## src/rtl/mux4_scan_pkg.sv

```systemverilog
// Shared types and constants for the 4-channel mux scan sequencer.
// State encoding plus channel-count constants.
package mux4_scan_pkg;

  typedef enum logic {
    IDLE,
    SCAN
  } state_t;

  localparam int CH_NUM = 4;
  localparam int SEL_W = 2;
  localparam logic [SEL_W-1:0] LAST_CH = 2'd3;

endpackage

```

## src/rtl/scan_dwell_timer.sv

```systemverilog
// Loadable down-counter that measures the dwell on one mux channel.
// Holds at zero until the next load.
module scan_dwell_timer #(
  parameter int DWELL_W = 4
) (
  input  logic               clk,
  input  logic               rst_n,
  input  logic               load,
  input  logic [DWELL_W-1:0] load_val,
  output logic               zero
);

  logic [DWELL_W-1:0] cnt;

  assign zero = (cnt == '0);

  always_ff @(posedge clk or negedge rst_n) begin
    if (!rst_n) begin
      cnt <= '0;
    end else if (load) begin
      cnt <= load_val;
    end else if (!zero) begin
      cnt <= cnt - DWELL_W'(1);
    end
  end

endmodule

```

## src/rtl/mux4_scan_ctrl.sv

```systemverilog
// Sequences a 4:1 mux through its channels, samples y at the end of
// each dwell and publishes the four samples as one snapshot.
module mux4_scan_ctrl
  import mux4_scan_pkg::*;
#(
  parameter int DWELL_W = 4
) (
  input  logic               clk,
  input  logic               rst_n,
  input  logic               start,
  input  logic               stop,
  input  logic               mode,
  input  logic [DWELL_W-1:0] dwell,
  input  logic               y,
  output logic               s1,
  output logic               s0,
  output logic               busy,
  output logic               done,
  output logic [CH_NUM-1:0]  snap
);

  state_t state, state_nx;

  logic [SEL_W-1:0]   ch;
  logic [DWELL_W-1:0] dlat;
  logic [DWELL_W-1:0] dnew;
  logic [DWELL_W-1:0] ld_val;
  logic [CH_NUM-1:0]  shadow;

  logic tm_zero;
  logic tm_load;
  logic accept;
  logic abort;
  logic step;
  logic fin;
  logic reload;

  assign dnew = (dwell == '0) ? DWELL_W'(1) : dwell;

  scan_dwell_timer #(
    .DWELL_W (DWELL_W)
  ) u_timer (
    .clk      (clk),
    .rst_n    (rst_n),
    .load     (tm_load),
    .load_val (ld_val),
    .zero     (tm_zero)
  );

  always_ff @(posedge clk or negedge rst_n) begin
    if (!rst_n) begin
      state <= IDLE;
    end else begin
      state <= state_nx;
    end
  end

  always_comb begin
    state_nx = state;
    unique case (state)
      IDLE: begin
        if (start && !stop) state_nx = SCAN;
      end
      SCAN: begin
        if (stop) state_nx = IDLE;
        else if (fin && !mode) state_nx = IDLE;
      end
      default: state_nx = IDLE;
    endcase
  end

  // A frame reload (start or continuous wrap) takes the live dwell.
  always_comb begin
    accept  = (state == IDLE) && start && !stop;
    abort   = (state == SCAN) && stop;
    step    = (state == SCAN) && !stop && tm_zero;
    fin     = step && (ch == LAST_CH);
    reload  = accept || (fin && mode);
    tm_load = reload || (step && !fin);
    ld_val  = (reload ? dnew : dlat) - DWELL_W'(1);
  end

  always_ff @(posedge clk or negedge rst_n) begin
    if (!rst_n) begin
      dlat   <= '0;
      ch     <= '0;
      shadow <= '0;
      snap   <= '0;
      done   <= 1'b0;
    end else begin
      done <= fin;
      if (reload) dlat <= dnew;
      if (abort || accept) begin
        ch     <= '0;
        shadow <= '0;
      end else if (step) begin
        ch         <= ch + SEL_W'(1);
        shadow[ch] <= y;
      end
      if (fin) snap <= {y, shadow[CH_NUM-2:0]};
    end
  end

  assign busy = (state == SCAN);
  assign s1   = ch[1];
  assign s0   = ch[0];

endmodule

```

## config.mk

```make
export PLATFORM = sky130hd
export DESIGN_NAME = mux4_scan_ctrl
export DESIGN_NICKNAME = d
export VERILOG_FILES = /design/src/rtl/mux4_scan_pkg.sv /design/src/rtl/scan_dwell_timer.sv /design/src/rtl/mux4_scan_ctrl.sv
export SDC_FILE = /design/constraint.sdc
export NUM_CORES = 1
export LEC_CHECK = 0
export ABC_AREA = 1
export CELL_PAD_IN_SITES_DETAIL_PLACEMENT = 0
export CELL_PAD_IN_SITES_GLOBAL_PLACEMENT = 2
export CORE_AREA = 2 2 59 61
export DETAILED_ROUTE_END_ITERATION = 10
export DIE_AREA = 0 0 61 63
export PLACE_DENSITY_LB_ADDON = 0.1
export SLEW_MARGIN = 20
export SYNTH_ARGS = -nofsm -noshare
export SYNTH_HDL_FRONTEND = slang
export SYNTH_SLANG_ARGS = --single-unit
```

## constraint.sdc

```tcl
create_clock -name clk -period 2.77 [get_ports clk]
set_input_delay 0.554 -clock clk [delete_from_list [all_inputs] [get_ports clk]]
set_output_delay 0.554 -clock clk [all_outputs]
set_load 0.03 [all_outputs]
```

# Yosys cells after proc, flatten, opt, wreduce, memory -nomap -nowiden
# Cells that the tools add are included.
# word_totals
ff_bits,20
rom_bits,0
mem_bits_rw,0
in_bits,10
wordCells,50
latch_bits,0
n_memories,0
# classes
div_mod_pow,0
multipliers,0
add_sub_neg,3
n_lt_le_gt_ge,2
eq_ne,2
mux,15
n_shift,0
bitwise_logic,1
n_reduce_logical,20
# op_table
op,n
4-bit two-way mux,6
1-bit logical AND,11
4-bit zero test,2
"4-bit by 1-bit subtractor with 4-bit output, second input constant",2
4-bit bitwise mux,1
1-bit two-way mux,4
2-bit two-way mux,2
1-bit zero test,3
1-bit logical OR,3
"2-bit by 3-bit < comparator with 1-bit output, second input constant",1
"2-bit by 1-bit adder with 2-bit output, second input constant",1
1-bit demux with 2-bit select,1
"2-bit equality test, second input constant",1
"2-bit by 1-bit >= comparator with 1-bit output, second input constant",1
"2-bit by 1-bit inequality test with 1-bit output, second input constant",1
1-bit one-hot mux with 2 select lines,1
2-bit nonzero test,1
1-bit NOT,1

# Logic depth before layout (Yosys ltp)
# Gate-level depths: netlist (run 1).
# depth
depth_word,9
mapped_depth,12
ltp_nobuf,12

# Hierarchy
# Synthesis (run 1) repeated with hierarchy kept, for this count alone.
# hier_totals
hier_cells,129
area_unflattened_um2,1072.3
# modules_own_cells
mod,area_each_um2,cells_per_inst,n_inst
mux4_scan_ctrl,829.5,95,1
scan_dwell_timer,242.7,34,1

# Least setup slack after synthesis (run 1)
# No wires, ideal clock.
# synth_timing
path_type,register -> register
from,register ch[0]
to,register u_timer.cnt[1]
path_buffers,0
synth_period_minus_slack_ps,2026
setup_slack_ps,744
required_ps,2707
path_stages_with_launch,10
t_arrival_ps,1963
cell_sequence,dfrtp_1 > ha_1 > inv_1 > nand2_1 > nand3_2 > or2_1 > nand2_2 > ha_1 > or2_2 > inv_1
# synth_via
elab_chain_cells,7
# synth_lines
item,line,source
"start, declared",mux4_scan_ctrl.sv:24,logic [SEL_W-1:0] ch;
"start signal, assigned",mux4_scan_ctrl.sv:97,ch <= ch + SEL_W'(1);
2-bit equality test *,mux4_scan_ctrl.sv:77,fin = step && (ch == LAST_CH);
1-bit logical AND *,mux4_scan_ctrl.sv:77,
1-bit logical AND,mux4_scan_ctrl.sv:78,reload = accept || (fin && mode);
1-bit logical OR,mux4_scan_ctrl.sv:78,
4-bit two-way mux,mux4_scan_ctrl.sv:80,ld_val = (reload ? dnew : dlat) - DWELL_W'(1);
4-bit by 1-bit subtractor with 4-bit output,mux4_scan_ctrl.sv:80,
4-bit two-way mux,scan_dwell_timer.sv:20,end else if (load) begin
"end signal, assigned",scan_dwell_timer.sv:21,cnt <= load_val;
"end signal, assigned",scan_dwell_timer.sv:23,cnt <= cnt - DWELL_W'(1);
"end, declared",scan_dwell_timer.sv:13,logic [DWELL_W-1:0] cnt;
# Mark *: on every way between the ends. The rest lies on a longest branch, timed or not.
# A chain may end at the register's enable or synchronous reset.

# Worst setup path after layout (run 1)
# layout_timing
from,input port stop
to,register u_timer.cnt[1]
# layout_via
elab_chain_cells,9
# layout_lines
item,line,source
"start, declared",mux4_scan_ctrl.sv:11,"input logic stop,"
1-bit zero test *,"mux4_scan_ctrl.sv:74, mux4_scan_ctrl.sv:76",
1-bit logical AND (2 in series),mux4_scan_ctrl.sv:76,step = (state == SCAN) && !stop && tm_zero;
1-bit logical AND,mux4_scan_ctrl.sv:77,
1-bit logical AND,mux4_scan_ctrl.sv:78,
1-bit logical OR,mux4_scan_ctrl.sv:78,
4-bit two-way mux,mux4_scan_ctrl.sv:80,
4-bit by 1-bit subtractor with 4-bit output,mux4_scan_ctrl.sv:80,
4-bit two-way mux,scan_dwell_timer.sv:20,
# Marked as above.

==> metrics.log, run 1 <==
[metrics] run status: finished, final reports clean
[metrics] area of the core: 3230 um2
[metrics] met2 routed WL: 777 um
[metrics] Setup Skew: 0.00523 ns
[metrics] largest buffer count on any clock path: 2
[metrics] maximum VDD drop: 362 uV
[metrics] input/output buffers: 17
[metrics] area occupied by multi-input gates: 473 um2
[metrics] Reg2Reg Setup Slack: 0.76 ns
[metrics] initial DRC count: 23
[metrics] average cell area after synthesis: 8.85 um2
[metrics] share of post-route cells with drive strength above 1: 15.4%
[metrics] CP startpoint kind: input pin
[metrics] most common cell after layout, fill and taps aside: sky130_fd_sc_hd__nand2_1
[metrics] Die W: 61 um
[metrics] number of vias in the routed layout: 781
[metrics] arrival time of the worst setup path: 2.48 ns
[metrics] sort of element at the end of the critical path: register
[metrics] number of distinct standard cells referenced by the synthesized netlist: 19
[metrics] pin count of the biggest net entering global routing: 20
[metrics] yosys synthesis warning count: 0
[metrics] number of top-level pins: 18
[metrics] initial core utilization: 31.2%
[metrics] type of the worst setup path: in2reg
[metrics] Final Slew Violations: 0
[metrics] Post-CTS Hold Fix Bufs: 0
[metrics] Die ar.: 3840 um2
[metrics] net count after synthesis: 129
[metrics] TritonCTS clock tree: yes
[metrics] clock buffer count from CTS: 3
[metrics] setup repair after global routing missed its margin: false
[metrics] Reg2Reg Depth: 9
[metrics] Post-CTS Setup Repair Bufs: 0
[metrics] Ant. Diodes: 0
[metrics] clock sink count: 19
[metrics] highest-count cells in the layout ignoring fill and taps: sky130_fd_sc_hd__nand2_1 (24), sky130_fd_sc_hd__dfrtp_1 (19), sky130_fd_sc_hd__clkdlybuf4s50_1 (17)
[metrics] power per cell area: 606 nW/um2
[metrics] number of gates resized after cts: 0
[metrics] leakage power total: 0.627 nW
[metrics] total wire length: 1.92 mm
[metrics] number of antenna violations at the first check in global routing: 0
[metrics] total track usage: 11.0%
[metrics] Slowest cell on crit path: sky130_fd_sc_hd__clkdlybuf4s50_1
[metrics] source-to-sink clock delay at the later pin of the worst-skew pair: 0.29 ns
[metrics] global-route wire length before repair: 3.19 mm
[metrics] number of core rows: 21
[metrics] CTS H-tree depth: 1
[metrics] ordered cell list for the critical path: clkdlybuf4s50_1 > inv_1 > nand2_2 > nor2_8 > nand2_1 > nand3_2 > or2_1 > nand2_2 > ha_1 > or2_2 > inv_1
[metrics] clock root cell: sky130_fd_sc_hd__clkbuf_4
[metrics] required time of the critical path: 3.01 ns
[metrics] Layout area overhead: 26.1%
[metrics] gr ovfl total: 0
[metrics] fin nets: 152
[metrics] met1 wire length: 1.03 mm
[metrics] cell depth of the worst hold path: 2
[metrics] final sum of negative setup slack: 0 ns
[metrics] relative slew slack: 79.6%
[metrics] via count of the first global-routing pass: 705
[metrics] maximum cell stage delay along the critical path: 0.47 ns
[metrics] highest layer used for signal routing: met4
[metrics] cell area after synthesis: 1010 um2
[metrics] count of final setup violators: 0
[metrics] Period minus WS final: 2.24 ns
[metrics] Chip Height: 63 um
[metrics] synthesized flop and latch total: 19
[metrics] count of filler cells inserted in the layout: 339
[metrics] maximum clock rate: 446 MHz
[metrics] Fin Hold WS: 0.478 ns
[metrics] register area: 475 um2
[metrics] number of DRC violations after detailed routing: 0
[metrics] Hold Crit Class: reg2reg
[metrics] clock edge transition at the registers on the reported setup and hold paths: 0.11 ns
[metrics] WL/cell: 10.5 um
[metrics] Fin. Hold Viols: 0
[metrics] post-synthesis cell count: 114
[metrics] HPWL after detailed placement: 1.53 mm
[metrics] routability cong.: 0.739
[metrics] peak fanout along the critical path: 8
[metrics] met3 routed wirelength: 87 um
[metrics] DR pass1 iterations: 4
[metrics] Slew @ Worst Pin: 0.305 ns
[metrics] detailed-route vias per instance: 4.29
[metrics] share of synthesized area occupied by flip-flops and latches: 47.1%
[metrics] number of nets with antenna violations after routing: 0
[metrics] Max Cap Violations: 0
[metrics] share of the clock period used by the worst path after layout: 80.9%
[metrics by stage]
| stage | power, mW | util (%) | area (um2) | setup WS [ns] | cells |
|---|---|---|---|---|---|
| floorplan | 0.565 | - | 1010 | 0.744 | 114 |
| global placement | 0.642 | 38.5 | 1240 | 0.240 | 178 |
| detailed placement | 0.641 | 38.5 | 1240 | 0.210 | 178 |
| CTS | 0.786 | 39.3 | 1270 | 0.530 | 182 |
| global route | 0.837 | 39.3 | 1270 | 0.424 | 182 |
| finish | 0.771 | 39.3 | 1270 | 0.529 | 182 |
[metal layers]
metal,global-route usage (%),vias to the layer above
li1,-,412
met1,16.7,350
met2,14.7,17
met3,3.73,2
met4,3.26,0
met5,0,-
[sequential cells by signal, summed over array words and instances, names as in the netlist]
name         flops
shadow           3
snap             4
busy             1
dlat             4
u_timer.cnt      4
done             1
ch               2
[cells in the mapped netlist, drive strengths merged]
cell type	count	area, um2
nand2	32	140
dfrtp	19	475
inv	16	60.1
nand3	11	82.6
nor2	8	46.3
a21oi	5	28.8
ha	5	62.6
o21ai	5	25.0
nand4	4	25.0
or2	4	25.0
a311oi	3	26.3
and2	1	6.26
nor3	1	5.00
[cell families after synthesis]
kind of cell             synth area share, %
AO/OA/AOI/OAI                           7.94
AND/OR/NAND/NOR                         32.8
buffers and inverters                   5.96
adder cells (fa/ha/maj)                 6.20
flip-flops                              47.1
[worst paths after layout]
kind / start / endpoint
max: stop / u_timer.cnt[1]$_DFFE_PN0P_
min in group asynchronous: rst_n / snap[3]$_DFFE_PN0N_
min reg2reg: snap[2]$_DFFE_PN0N_ / snap[2]$_DFFE_PN0N_
max reg2reg: ch[0]$_DFFE_PN0P_ / u_timer.cnt[1]$_DFFE_PN0P_
max in group asynchronous: rst_n / u_timer.cnt[1]$_DFFE_PN0P_
min: snap[2]$_DFFE_PN0N_ / snap[2]$_DFFE_PN0N_
[power breakdown]
group	internal (mW)	switching [mW]	total, mW	leakage, nW
combinational	0.115	0.160	0.275	0.363
sequential	0.330	0.0280	0.358	0.246
clock	0.0537	0.0842	0.138	0.0177
[layout make-up]
| type | instances | share of cell area [%] |
|---|---|---|
| Clock buffer | 3 | 1.77 |
| Clock inverter | 1 | 0.394 |
| Inverter | 16 | 4.72 |
| Multi-Input combinational cell | 79 | 37.2 |
| Sequential cell | 19 | 37.4 |
| Tap cell | 46 | 4.53 |
| Timing Repair Buffer | 18 | 14.0 |
[critical path: cells and delay by family]
family                   cells  cell delay (ns)
AND/OR/NAND/NOR              7             1.13
buffers and inverters        3             0.58
adder cells (fa/ha/maj)      1             0.22
Note: power is estimated with default switching activity, not from simulation.
==> inputs of run 2 (changes only) <==
--- a/config.mk
+++ b/config.mk
@@ -8,9 +8,9 @@
 export ABC_AREA = 1
 export CELL_PAD_IN_SITES_DETAIL_PLACEMENT = 0
 export CELL_PAD_IN_SITES_GLOBAL_PLACEMENT = 2
-export CORE_AREA = 2 2 59 61
+export CORE_AREA = 2 2 65 67
 export DETAILED_ROUTE_END_ITERATION = 10
-export DIE_AREA = 0 0 61 63
+export DIE_AREA = 0 0 67 69
 export PLACE_DENSITY_LB_ADDON = 0.1
 export SLEW_MARGIN = 20
 export SYNTH_ARGS = -nofsm -noshare
==> constraint.sdc (replaced) <==
create_clock -name clk -period 1.8 [get_ports clk]
set_input_delay 0.36 -clock clk [delete_from_list [all_inputs] [get_ports clk]]
set_output_delay 0.36 -clock clk [all_outputs]
set_load 0.03 [all_outputs]
==> run 2 against run 1 <==
  * Sequential cell count is the same
  * Critical path depth shrank 1
  * Sequential power grew 57%
  * Non-clock buffer count grew 23
  * Die area grew 20%
  * Largest power group is now combinational logic
  * Worst setup slack lost 0.51 ns
  * Via count grew 13%
  * Clock skew shrank 0.0027 ns
  * Largest cell class is now multi-input combinational cells
  * Global-route usage grew 0.48 points
  * Hold slack lost 0.053 ns
  * Final cell count grew 15%
==> metrics.log, run 2 (synthesis gave the netlist of run 1 again) <==
[metrics] Area after DPL: 1420 um2 (+14%)
[metrics] share of the clock period used by the worst path after layout: 99.2%
[metrics] final sum of negative setup slack: 0 ns (unchanged)
[metrics] worst-case setup slack after placement: -0.386 ns (-0.597 ns)
[metrics] Die W: 67 um (+9.8%)
[metrics] total track usage: 11.5% (+0.48 points)
[metrics] total non-filler cell area in the finished layout: 1580 um2 (+24%)
[metrics] Die ar.: 4620 um2 (+20%)
[metrics] Reg2Reg Setup Slack: 0.01 ns (-0.75 ns)
[metrics] pin count of the biggest net entering global routing: 20 (unchanged)
[metrics] TritonCTS clock tree: yes
[metrics] number of core rows: 23 (+9.5%)
[metrics] required time of the critical path: 2.01 ns (-1.00 ns)
[metrics] count of final setup violators: 0 (unchanged)
[metrics] highest-count cells in the layout ignoring fill and taps: sky130_fd_sc_hd__buf_4 (23), sky130_fd_sc_hd__nand2_1 (20), sky130_fd_sc_hd__dfrtp_1 (16), sky130_fd_sc_hd__clkdlybuf4s50_1 (16), sky130_fd_sc_hd__inv_1 (14)
[metrics] detailed-route vias per instance: 4.23 (-1.3%)
[metrics] maximum VDD drop: 428 uV (+18%)
[metrics] clock root cell: sky130_fd_sc_hd__clkbuf_8
[metrics] initial DRC count: 37 (+61%)
[metrics] largest buffer count on any clock path: 2 (unchanged)
[metrics] source-to-sink clock delay at the later pin of the worst-skew pair: 0.26 ns (-0.03 ns)
[metrics] WL/cell: 11.8 um (+12%)
[metrics] power per cell area: 963 nW/um2 (+59%)
[metrics] top flop regs: dlat: 4 flops, snap: 4 flops, u_timer.cnt: 4 flops
[metrics] HPWL after detailed placement: 1.79 mm (+17%)
[metrics] input/output buffers: 17 (unchanged)
[metrics] CTS H-tree depth: 1 (unchanged)
[metrics] maximum clock rate: 560 MHz
[metrics] Setup Skew: 0.00255 ns (-0.00268 ns)
[metrics] most common cell after layout, fill and taps aside: sky130_fd_sc_hd__buf_4
[metrics] CP startpoint kind: input pin
[metrics] area of the core: 3910 um2 (+21%)
[metrics] Chip Height: 69 um (+9.5%)
[metrics] Period minus WS final: 1.79 ns
[metrics] gr ovfl total: 0 (unchanged)
[metrics] Fin. Hold Viols: 0 (unchanged)
[metrics] setup repair after global routing missed its margin: true
[metrics] total wire length: 2.47 mm (+29%)
[metrics] number of vias in the routed layout: 885 (+13%)
[metrics] Max Cap Violations: 0 (unchanged)
[metrics] total chip power: 1.52 mW (+98%)
[metrics] fin nets: 175 (+15%)
[metrics] leakage power total: 0.766 nW (+22%)
[metrics] relative slew slack: 79.5% (-0.082 points)
[metrics] Slew @ Worst Pin: 0.306 ns (+0.00122 ns)
[metrics] number of top-level pins: 18 (unchanged)
[metrics] Final Slew Violations: 0 (unchanged)
[metrics] Ant. Diodes: 0 (unchanged)
[metrics] type of the worst setup path: in2reg
[metrics] number of DRC violations after detailed routing: 0 (unchanged)
[metrics] DR pass1 iterations: 4 (unchanged)
[metrics] clock sink count: 19 (unchanged)
[metrics] arrival time of the worst setup path: 1.99 ns (-0.49 ns)
[metrics] clock edge transition at the registers on the reported setup and hold paths: 0.08 ns (-0.03 ns)
[metrics] fraction of the core area covered by cells at the end of the flow: 40.4% (+1.1 points)
[metrics] Crit Reg-Reg Startpoint: u_timer.cnt[3]$_DFFE_PN0P_
[metrics] Worst Setup Slack, final: 0.0149 ns (-0.514 ns)
[metrics] routability cong.: 0.712 (-3.7%)
[metrics] run status: finished, final reports clean
[metrics] end of the worst register-to-register path: u_timer.cnt[2]$_DFFE_PN0P_
[metrics] via count of the first global-routing pass: 869 (+23%)
[metrics] number of antenna violations at the first check in global routing: 0 (unchanged)
[metrics] global-route wire length before repair: 4.09 mm (+28%)
[metrics] clock buffer count from CTS: 3 (unchanged)
[metrics] Reg2Reg Depth: 11 (+2)
[metrics] peak fanout along the critical path: 7 (-1)
[metrics] Layout area overhead: 56.8%
[metrics] Hold Crit Class: in2async
[metrics] initial core utilization: 25.8% (-5.4 points)
[metrics] share of post-route cells with drive strength above 1: 38.4% (+23 points)
[metrics] sort of element at the end of the critical path: register
[metrics] Post-CTS Hold Fix Bufs: 0 (unchanged)
[metrics] number of nets with antenna violations after routing: 0 (unchanged)
-- run 2: changes by cell type in the layout (fill, tap and decap cells not counted), sizes merged --
cell	previous run	this run
dlygate4sd2	0	1
clkdlybuf4s50	17	16
buf	1	24
-- run 2: layout make-up --
type,instances,area (um2)
Fill cell,420,2330
Multi-Input combinational cell,79,581
Timing Repair Buffer,41,353
Clock inverter,1,5.00
Inverter,16,60.1
Clock buffer,3,41.3
Tap cell,50,62.6
Sequential cell,19,479
-- run 2: how the worst max path moves through the flow --
stage / endpoint / start / slack (ns) / cells past startpoint
after floorplan: u_timer.cnt[1]$_DFFE_PN0P_ / u_timer.cnt[2]$_DFFE_PN0P_ / -0.0006 / 10
after global placement: u_timer.cnt[1]$_DFFE_PN0P_ / stop / -0.39 / 11
after detailed placement: u_timer.cnt[1]$_DFFE_PN0P_ / stop / -0.39 / 11
after CTS: u_timer.cnt[1]$_DFFE_PN0P_ / u_timer.cnt[3]$_DFFE_PN0P_ / -0.02 / 10
after global routing: u_timer.cnt[2]$_DFFE_PN0P_ / u_timer.cnt[3]$_DFFE_PN0P_ / -0.09 / 10
final: u_timer.cnt[1]$_DFFE_PN0P_ / start / 0.01 / 10
-- run 2: repair_timing --
action,in CTS,in global routing
gates resized for setup,7,9
pin swaps,10,3
endpoints found under the setup margin,2,3
buffers inserted,6,2
-- run 2: metrics by stage --
step / hold WS (ns) / instances
2_1_floorplan: 0.0644 / 114
3_5_place_dp: 0.462 / 199
4_1_cts: 0.437 / 209
3_3_place_gp: 0.456 / 199
6_report: 0.425 / 209
5_1_grt: 0.453 / 209
-- run 2: power by group --
group          total [mW]  switching (mW)  leakage, nW  internal, mW
Clock               0.313           0.159       0.0255         0.154
Combinational       0.648           0.321        0.499         0.327
Sequential          0.561          0.0513        0.242         0.510
-- run 2: layer usage --
layer / global-route usage, % / wire length [um] / vias up
met4: 5.44 / 42 / 0
met1: 16.6 / 1240 / 407
li1: - / - / 463
met5: 0 / 0 / -
met3: 2.61 / 86 / 4
met2: 16.0 / 1100 / 11
-- run 2: worst max-delay path, stage by stage --
cell                              delay (ns)
sky130_fd_sc_hd__clkdlybuf4s50_1        0.40
sky130_fd_sc_hd__inv_1                  0.06
sky130_fd_sc_hd__nor2_2                 0.04
sky130_fd_sc_hd__nand2_2                0.18
sky130_fd_sc_hd__nand3_4                0.12
sky130_fd_sc_hd__or2_1                  0.23
sky130_fd_sc_hd__nand2_2                0.12
sky130_fd_sc_hd__ha_4                   0.21
sky130_fd_sc_hd__or2_4                  0.22
sky130_fd_sc_hd__inv_2                  0.04
==> inputs of run 3 (changes only) <==
--- a/config.mk
+++ b/config.mk
@@ -8,9 +8,9 @@
 export ABC_AREA = 1
 export CELL_PAD_IN_SITES_DETAIL_PLACEMENT = 0
 export CELL_PAD_IN_SITES_GLOBAL_PLACEMENT = 2
-export CORE_AREA = 2 2 65 67
+export CORE_AREA = 2 2 61 63
 export DETAILED_ROUTE_END_ITERATION = 10
-export DIE_AREA = 0 0 67 69
+export DIE_AREA = 0 0 63 65
 export PLACE_DENSITY_LB_ADDON = 0.1
 export SLEW_MARGIN = 20
 export SYNTH_ARGS = -nofsm -noshare
==> constraint.sdc (replaced) <==
create_clock -name clk -period 2 [get_ports clk]
set_input_delay 0.4 -clock clk [delete_from_list [all_inputs] [get_ports clk]]
set_output_delay 0.4 -clock clk [all_outputs]
set_load 0.03 [all_outputs]
==> run 3 against run 2 <==
  * Global-route usage rose by 1.0 points
  * Via count rose by 0.45%
  * Hold slack got worse by 0.011 ns
  * Clock-buffer cell count did not move
  * Non-clock buffer count did not move
  * Sequential share of layout area rose by 1.8 points
  * Clock skew rose by 0.0022 ns
  * Worst setup slack improved by 0.059 ns
  * Utilization rose by 2.2 points
  * Routed wire length fell by 9.6%
  * Die area fell by 11%
  * Critical path type unchanged
  * Highest routed layer unchanged
==> metrics.log, run 3 (synthesis gave the netlist of run 1 again) <==
[metrics] run status: finished, final reports clean
[metrics] area of the core: 3500 um2 (-11%)
[metrics] Worst Setup Slack, final: 0.0739 ns (+0.0590 ns)
[metrics] Layout area overhead: 47.6%
[metrics] number of DRC violations after detailed routing: 0 (unchanged)
[metrics] met2 routed WL: 1.08 mm (-2.4%)
[metrics] internal power summed over all cells: 809 uW (-18%)
[metrics] met3 routed wirelength: 71 um (-17%)
[metrics] relative slew slack: 79.5% (about the same)
[metrics] largest buffer count on any clock path: 2 (unchanged)
[metrics] Switching Power: 436 uW (-18%)
[metrics] leakage power total: 0.736 nW (-3.9%)
[metrics] source-to-sink clock delay at the later pin of the worst-skew pair: 0.30 ns (+0.04 ns)
[metrics] input/output buffers: 17 (unchanged)
[metrics] HPWL after detailed placement: 1.71 mm (-4.7%)
[metrics] routability cong.: 0.718 (+0.77%)
[metrics] pin count of the biggest net entering global routing: 20 (unchanged)
[metrics] Reg power frac: 40.1% (+3.2 points)
[metrics] Post-CTS Hold Fix Bufs: 0 (unchanged)
[metrics] clock edge transition at the registers on the reported setup and hold paths: 0.12 ns (+0.04 ns)
[metrics] power share of the combinational group: 43.0% (+0.4 points)
[metrics] Max Cap Violations: 0 (unchanged)
[metrics] Setup Skew: 0.00476 ns (+0.00222 ns)
[metrics] WL/cell: 10.8 um (-8.8%)
[metrics] Final Slew Violations: 0 (unchanged)
[metrics] final non-filler cell total: 207 (-0.96%)
[metrics] switching power as a share of total power: 35.0% (+0.10 points)
[metrics] Period minus WS final: 1.93 ns
[metrics] share of the clock period used by the worst path after layout: 96.3%
[metrics] DR pass1 iterations: 4 (unchanged)
[metrics] total track usage: 12.6% (+1.0 points)
[metrics] Hold Crit Class: in2async
[metrics] top flop regs: dlat: 4 flops, snap: 4 flops, u_timer.cnt: 4 flops
[metrics] via count of the first global-routing pass: 896 (+3.1%)
[metrics] highest layer used for signal routing: met4
[metrics] detailed-route vias per instance: 4.29 (+1.4%)
[metrics] highest-count cells in the layout ignoring fill and taps: sky130_fd_sc_hd__buf_4 (24), sky130_fd_sc_hd__nand2_1 (21), sky130_fd_sc_hd__dfrtp_1 (17), sky130_fd_sc_hd__clkdlybuf4s50_1 (17), sky130_fd_sc_hd__inv_1 (16)
[metrics] power per cell area: 836 nW/um2 (-13%)
[metrics] type of the worst setup path: in2reg
[metrics] share of post-route cells with drive strength above 1: 32.1% (-6.3 points)
[metrics] fin nets: 175 (unchanged)
[metrics] clock buffer count from CTS: 3 (unchanged)
[metrics] maximum clock rate: 519 MHz
[metrics] Die W: 63 um (-6.0%)
[metrics] required time of the critical path: 2.25 ns (+0.24 ns)
[metrics] CP startpoint kind: input pin
[metrics] met1 wire length: 1.07 mm (-14%)
[metrics] number of nets with antenna violations after routing: 0 (unchanged)
[metrics] Ant. Diodes: 0 (unchanged)
[metrics] Clk pwr share: 16.9% (-3.7 points)
[metrics] count of final setup violators: 0 (unchanged)
[metrics] gr ovfl total: 0 (unchanged)
[metrics] TritonCTS clock tree: yes
[metrics] arrival time of the worst setup path: 2.18 ns (+0.19 ns)
[metrics] number of top-level pins: 18 (unchanged)
[metrics] number of antenna violations at the first check in global routing: 0 (unchanged)
[metrics] clock root cell: sky130_fd_sc_hd__clkbuf_4
[metrics] maximum VDD drop: 381 uV (-11%)
[metrics] Fin Hold WS: 0.414 ns (-0.0115 ns)
[metrics] initial DRC count: 6 (-84%)
[metrics] clock sink count: 19 (unchanged)
[metrics] global-route wire length before repair: 3.95 mm (-3.5%)
[metrics] number of core rows: 22 (-4.3%)
[metrics] Cells after DPL: 197 (-1.0%)
[metrics] setup repair after global routing missed its margin: true
[metrics] Die ar.: 4100 um2 (-11%)
[metrics] initial core utilization: 28.8% (+3.1 points)
[metrics] Chip Height: 65 um (-5.8%)
[metrics] most common cell after layout, fill and taps aside: sky130_fd_sc_hd__buf_4
[metrics] total wire length: 2.24 mm (-9.6%)
[metrics] count of filler cells inserted in the layout: 364 (-13%)
[metrics] Fin. Hold Viols: 0 (unchanged)
[metrics] total chip power: 1.25 mW (-18%)
[metrics] sort of element at the end of the critical path: register
[metrics] CTS H-tree depth: 1 (unchanged)
[metrics] number of vias in the routed layout: 889 (+0.45%)
[metrics] worst-case setup slack after placement: -0.319 ns (+0.0677 ns)
[metrics] Slew @ Worst Pin: 0.306 ns (-0.000385 ns)
[metrics] peak fanout along the critical path: 8 (+1)
## run 3: cell count changes in the layout (fill, tap and decap cells not counted), sizes merged
cell,delta
clkdlybuf4s50,+1
clkinv,-1
clkinvlp,+1
dlygate4sd2,-1
## run 3: through the flow
stage	instance area, um2	util [%]	TNS, ns
after floorplan	1010	-	0
after global placement	1380	39.4	-0.631
after detailed placement	1380	39.4	-0.678
after CTS	1410	40.2	0
after global routing	1490	42.6	-0.0190
final	1490	42.6	0
## run 3: worst paths after layout
path                                       startpoint                         end  slack (ns)  cells past startpoint
setup / recovery                                 stop  u_timer.cnt[1]$_DFFE_PN0P_        0.07                     11
hold / removal                                  rst_n         snap[1]$_DFFE_PN0N_        0.41                      2
setup reg to reg           u_timer.cnt[3]$_DFFE_PN0P_  u_timer.cnt[1]$_DFFE_PN0P_        0.11                     11
hold reg to reg                   snap[2]$_DFFE_PN0N_         snap[2]$_DFFE_PN0N_        0.48                      2
max in group asynchronous                       rst_n           ch[1]$_DFFE_PN0P_        1.37                      2
min in group clk                  snap[2]$_DFFE_PN0N_         snap[2]$_DFFE_PN0N_        0.48                      2
## run 3: timing repair
action | in CTS | in global routing
setup endpoints to repair | 0 | 2
buffers inserted | 0 | 6
gates resized for setup | 0 | 7
## run 3: per-layer routing
metal	vias up	GRT usage, %
li1	461	-
met1	417	16.3
met2	9	20.2
met3	2	2.43
met4	0	5.83
met5	-	0
## run 3: final cells by class
class                      instances  area (um2)  area share [%]
timing repair buffer              41         350            23.5
sequential                        19         478            32.1
tap                               48        60.1            4.03
inverter                          16        60.1            4.03
clock buffer                       3        22.5            1.51
multi-input combinational         79         510            34.3
clock inverter                     1        7.51           0.504
## run 3: critical path, stage by stage
cell and delay (ns):
sky130_fd_sc_hd__clkdlybuf4s50_1 0.47, sky130_fd_sc_hd__inv_1 0.05, sky130_fd_sc_hd__nand2_2 0.11, sky130_fd_sc_hd__nor2_8 0.05
sky130_fd_sc_hd__nand3_4 0.12, sky130_fd_sc_hd__nand3_4 0.12, sky130_fd_sc_hd__or2_1 0.24, sky130_fd_sc_hd__nand2_2 0.09
sky130_fd_sc_hd__ha_4 0.19, sky130_fd_sc_hd__or2_2 0.28, sky130_fd_sc_hd__inv_1 0.05
## run 3: power groups by stage
| stage | registers (mW) | clock network, mW | logic (mW) |
|---|---|---|---|
| after floorplan | 0.506 | 0 | 0.277 |
| after global placement | 0.504 | 0 | 0.464 |
| after detailed placement | 0.505 | 0 | 0.463 |
| after CTS | 0.497 | 0.222 | 0.465 |
| after global routing | 0.508 | 0.243 | 0.623 |
| final | 0.499 | 0.210 | 0.536 |
